### src/rtl/cic_interpolator.sv
// CIC interpolator: comb chain at the input rate, zero-stuffing upsampler, integrator chain at the clock rate.
// Optional macro CIC_INTERP_HOLD_EN: on underflow re-use the last accepted sample instead of zero.
module cic_interpolator #(
  parameter int WIDTH  = 8,
  parameter int STAGES = 2,
  parameter int RATE   = 4
) (
  input  logic             clk,
  input  logic             rst,
  input  logic [WIDTH-1:0] in,
  input  logic             in_valid,
  output logic             in_ready,
  output logic [WIDTH-1:0] out,
  output logic             out_valid,
  output logic             underflow
);

  localparam int LOG2R = $clog2(RATE);
  localparam int RW    = WIDTH + STAGES * LOG2R;
  localparam int SHIFT = (STAGES - 1) * LOG2R;

  // Handshake: a sample transfers on a cycle where in_valid and in_ready are both high.
  // in_ready is high only at phase 0 and never while rst is asserted; in/in_valid are
  // ignored on every other cycle.

  logic [LOG2R-1:0] ph;
  logic             running;
  logic [RW-1:0]    d [1:STAGES];
  logic [RW-1:0]    a [1:STAGES];
  logic [RW-1:0]    c_in [1:STAGES];
  logic [RW-1:0]    acc;
  logic [RW-1:0]    comb_out;
  logic [RW-1:0]    u;
  logic [RW-1:0]    s_ext;
  logic [RW-1:0]    shifted;
  logic [WIDTH-1:0] sample;
  logic             accept;
  logic             load;

  assign in_ready  = (ph == '0) && !rst;
  assign accept    = in_ready && in_valid;
  assign load      = in_ready && (in_valid || running);
  assign underflow = in_ready && running && !in_valid;
  assign out_valid = running;

`ifdef CIC_INTERP_HOLD_EN
  logic [WIDTH-1:0] hold;

  always_ff @(posedge clk or posedge rst) begin
    if (rst) begin
      hold <= '0;
    end else if (accept) begin
      hold <= in;
    end
  end

  assign sample = in_valid ? in : hold;
`else
  assign sample = in_valid ? in : '0;
`endif

  assign s_ext = {{(RW - WIDTH){1'b0}}, sample};

  // c_in[k] is the value entering comb stage k; it becomes that stage's delay on a load.
  always_comb begin
    acc = s_ext;
    for (int k = 1; k <= STAGES; k++) begin
      c_in[k] = acc;
      acc     = acc - d[k];
    end
    comb_out = acc;
  end

  always_ff @(posedge clk or posedge rst) begin
    if (rst) begin
      ph      <= '0;
      running <= 1'b0;
      u       <= '0;
      for (int k = 1; k <= STAGES; k++) begin
        d[k] <= '0;
        a[k] <= '0;
      end
    end else begin
      if (accept) begin
        running <= 1'b1;
      end
      // RATE is a power of two, so the natural wrap of ph gives RATE-1 -> 0.
      if (running || accept) begin
        ph <= ph + LOG2R'(1);
      end
      if (load) begin
        for (int k = 1; k <= STAGES; k++) begin
          d[k] <= c_in[k];
        end
      end
      u    <= load ? comb_out : '0;
      a[1] <= a[1] + u;
      for (int k = 2; k <= STAGES; k++) begin
        a[k] <= a[k] + a[k-1];
      end
    end
  end

  // Integrator gain is RATE^(STAGES-1); shifting it out gives unity DC gain.
  assign shifted = a[STAGES] >> SHIFT;
  assign out     = shifted[WIDTH-1:0];

endmodule

### config.mk
export PLATFORM = sky130hd
export DESIGN_NAME = cic_interpolator
export DESIGN_NICKNAME = d
export VERILOG_FILES = /design/src/rtl/cic_interpolator.sv
export SDC_FILE = /design/constraint.sdc
export NUM_CORES = 1
export LEC_CHECK = 0
export CORE_UTILIZATION = 55
export DETAILED_ROUTE_END_ITERATION = 7
export GPL_TIMING_DRIVEN = 0
export PLACE_DENSITY_LB_ADDON = 0.2
export SYNTH_ARGS = -nofsm -noshare
export SYNTH_HDL_FRONTEND = slang
export SYNTH_SLANG_ARGS = --single-unit
### constraint.sdc
create_clock -name clk -period 3.69 [get_ports clk]
set_clock_uncertainty 0.2 [all_clocks]
set_input_delay 0.738 -clock clk [delete_from_list [all_inputs] [get_ports clk]]
set_output_delay 0.738 -clock clk [all_outputs]
set_load 0.03 [all_outputs]
Word-level counts from Yosys, hierarchy flattened
Cells that the tools add are included.
{"block": "classes", "mux": 2, "addsub": 5, "reduce_logical": 10}
{"operator": "adder 12 bit", "count": 2}
{"operator": "2-to-1 mux 12 bit", "count": 1}
{"operator": "subtractor 12 bit", "count": 1}
{"operator": "subtractor 8 x 8 -> 9 bit", "count": 1}
{"operator": "2-to-1 mux 8 bit", "count": 1}
{"operator": "logical AND 1 bit", "count": 5}
{"operator": "adder 2 x 1 -> 2 bit, second input constant", "count": 1}
{"operator": "logical NOT 1 bit", "count": 2}
{"operator": "logical NOT 2 bit", "count": 1}
{"operator": "logical OR 1 bit", "count": 2}
{"block": "word_totals", "elab_cells": 24, "input_bits": 11, "register_bits": 59}

Longest topological paths before layout
{"block": "depth", "word_depth": 4, "depth_mapped": 14, "depth_no_buf": 13}

Least setup slack after synthesis
Ideal clock, no wire load.
{"block": "synth_timing", "path_type": "input-to-reg", "start": "in in_valid", "end": "reg u[7]", "t_arrival_ps": 3180, "path_stages": 14, "setup_time_ps": 131, "t_required_ps": 3359, "setup_slack_ps": 179, "path_buffers": 1, "cell_sequence": "clkbuf_1 -> nand2_1 -> ha_1 -> fa_1 -> nand3b_1 -> a21oi_1 -> nor2_1 -> xnor2_1 -> ha_1 -> or3_1 -> or2_2 -> o311a_1 -> xnor2_1 -> nor2_1"}
{"element": "start, declared", "line": "11", "source": "input logic in_valid,"}
{"element": "end signal, assigned", "line": "96", "source": "u <= load ? comb_out : '0;"}
{"element": "end, declared", "line": "33", "source": "logic [RW-1:0] u;"}

==> results.sh <==
export IMPL_dp_hpwl_mm=4.093
export IMPL_core_sq_mm=0.005574
export IMPL_vdd_drop_max_mv=0.2519
export IMPL_synth_cell_types=48
export IMPL_io_buffers=21
export IMPL_synth_nets=367
export IMPL_gp_congestion=0.8353
export IMPL_vias=2222
export IMPL_endpoint_kind="flip-flop"
export IMPL_setup_ws_ns=0.1420
export IMPL_use_met1=0.2009
export IMPL_cp_required_ns=3.69
export IMPL_cts_made_buffers=5
export IMPL_cp_num_buf_inv=1
export IMPL_finalCriticalPeriod_ns=3.548
export IMPL_final_nets=397
export IMPL_ant_nets=0
export IMPL_grt_overflow_total=0
export IMPL_p_total_uw=1028
export IMPL_areaGrowthSynthToFinish_pct=15.19
export IMPL_start_util=0.5764
export IMPL_layout_commonest_cell="dfrtp_1"
export IMPL_status="completed"
export IMPL_cts_root_buffer="clkbuf_8"
export IMPL_critPathTopFamily="simple AND/OR/NAND/NOR gates"
export IMPL_grtUsageTotal=0.2008
export IMPL_post_route_drc_count=0
export IMPL_grt_pass1_vias=2348
export IMPL_holdWs_ns=0.2759
export IMPL_worstSetupPathType="in -> reg"
export IMPL_grt_pass1_wl_mm=9.563
export IMPL_hold_viol=0
export IMPL_slew_headroom=0.6704
export IMPL_holdBufCountCts=0
export IMPL_power_density_mw_per_mm2=277.8
export IMPL_viasPerCell=5.329
export IMPL_slowest_stage="clkdlybuf4s50_1"
export IMPL_drt_total_wl_mm=5.321
export IMPL_drt_iter0_drc=58
export IMPL_met3_usage=0.04419
export IMPL_antenna_cells=0
export IMPL_post_drt_wl_per_cell_um=12.76
export IMPL_avgSynthCellArea_sq_um=10.23
export IMPL_rsz0062_at_grt="no"
export IMPL_grt_max_degree=41
export IMPL_final_cell_mix="50 x dfrtp_1, 35 x ha_1, 30 x inv_1"
export IMPL_slew_violations=0
export IMPL_syn_area_sq_mm=0.003213
export IMPL_dieArea_sq_mm=0.006151
export IMPL_antenna_found_initial=0
export IMPL_start_kind="input port"
export IMPL_h_tree_depth=2
export IMPL_clock_latency_ns=0.31
export IMPL_maxCapViolCount=0
export IMPL_worst_pin_slew_ns=0.4910
export IMPL_p_leak_uw=0.001884
export IMPL_ys_ff_latch=50
export IMPL_cp_slowest_stage_delay_ns=0.41
export IMPL_setup_viol=0
export IMPL_dpl_worst_slack_ns=-0.7384
export IMPL_yosys_warnings=0
export IMPL_dr_pass1_iters=4
export IMPL_rows=27
export IMPL_die_x_um=78.43
export IMPL_holdCritPathClass="reg -> reg"
export IMPL_cp_arrival_ns=3.54
export IMPL_busiest_layer="met2"
export IMPL_synthCells=314
export IMPL_ios=22
export IMPL_gr_usage_met2=0.3886
export IMPL_chipHeight_um=78.43
export IMPL_drive_gt1_frac=0.1391
export IMPL_crit_fanout=5
export IMPL_cts_buffer_depth=2
export IMPL_fillers=461
export IMPL_cts_clk_slew_worst_paths_ns=0.10
export IMPL_path_cells="clkdlybuf4s50_1, and2_1, ha_1, o211ai_1, a21oi_2, a211oi_2, xnor2_1, ha_1, or3_4, or2_2, o311a_1, xnor2_1, nor2_1"
export IMPL_ys_seq_area_frac=0.3894
export IMPL_cts_tree="done"
export IMPL_period_share=0.9615
export IMPL_timing_fmax_mhz=281.8
export IMPL_cts_sinks=50
==> logic make-up after synthesis <==
family / synth area share
AOI/OAI and AO/OA: 0.1702
xor gates and xnor gates: 0.07087
adders and majority gates: 0.1729
buffers and inverters: 0.06153
DFF: 0.3894
muxes: 0.01752
and+or+nand+nor: 0.1176
==> path summary, 6_finish.rpt <==
kind                       startpoint    end  slack [ns]  cells after the start
max                             in[4]   u[7]        0.14                     13
min                              u[0]  a[12]        0.28                      1
max reg2reg                     d[12]   u[7]        0.63                     12
min reg2reg                      u[0]  a[12]        0.28                      1
max in group asynchronous         rst   u[0]        2.31                      3
min in group asynchronous         rst  d[15]        0.49                      2
==> routing by layer <==
layer,share of wire,routed length [um]
met1,0.42,2226
met2,0.53,2834
met3,0.024,127
met4,0.025,132
met5,0,0
==> state kept, by name, summed over array words and instances, names as in the netlist <==
| register | flops |
|---|---|
| u | 10 |
| ph | 2 |
| out | 8 |
| a | 12 |
| d | 17 |
| out_valid | 1 |
==> cells in the mapped netlist (all sizes together) <==
cell | instances | area, sq um
dfrtp | 50 | 1251
ha | 38 | 475.5
inv | 31 | 116.4
xnor2 | 23 | 201.4
o21ai | 20 | 100.1
nor2 | 16 | 60.06
a21oi | 15 | 75.07
nand2 | 15 | 56.30
o21a | 11 | 82.58
and2 | 10 | 65.06
buf | 10 | 70.07
nor3 | 8 | 40.04
a21o | 7 | 52.55
mux2 | 5 | 56.30
nand2b | 5 | 31.28
nor2b | 5 | 31.28
and3 | 4 | 36.29
fa | 4 | 80.08
nand3 | 4 | 20.02
a211oi | 3 | 22.52
clkbuf | 3 | 11.26
xor2 | 3 | 26.28
a2111oi | 2 | 55.05
o21bai | 2 | 15.01
o31a | 2 | 17.52
o41ai | 2 | 25.03
a2111o | 1 | 11.26
a22o | 1 | 8.760
a41o | 1 | 11.26
and3b | 1 | 8.760
nand3b | 1 | 7.510
nand4b | 1 | 8.760
o2111a | 1 | 11.26
o2111ai | 1 | 8.760
o211a | 1 | 10.01
o211ai | 1 | 7.510
o22ai | 1 | 6.260
o2bb2ai | 1 | 8.760
o311a | 1 | 10.01
o31ai | 1 | 7.510
or2 | 1 | 6.260
or3 | 1 | 6.260
==> stage by stage <==
stage                     utilization  TNS [ns]  std cells  cell area [sq um]
after floorplan                     -         0        314               3213
after global placement         0.6303    -2.480        407               3513
after detailed placement       0.6339    -2.874        408               3533
after CTS                      0.6541         0        415               3646
after global routing           0.6640         0        417               3701
final                          0.6640         0        417               3701
==> layout make-up <==
type,count,area [sq um],share of cell area
sequential,50,1251,0.3381
clock inverter,3,45.04,0.01217
timing repair buffer,24,242.7,0.06558
buffer,12,77.57,0.02096
inverter,31,116.4,0.03144
tap,72,90.09,0.02434
clock buffer,5,68.82,0.01859
multi-input combinational,220,1809,0.4888
==> report_power, final <==
part | total (uW) | switching, uW | leakage [uW] | internal (uW)
clock | 395 | 193 | 0.0000504 | 202
sequential | 547 | 0 | 0.000647 | 547
combinational | 86.0 | 45.3 | 0.00119 | 40.7
total | 1030 | 238 | 0.00188 | 790
==> what timing repair did <==
item	CTS	global route
setup buffers	0	2
endpoints found under the setup margin	4	4
cloned	0	0
pin swaps	0	6
resized for setup	2	13
endpoints found under the hold margin	0	0
(Power assumes the default switching activity.)
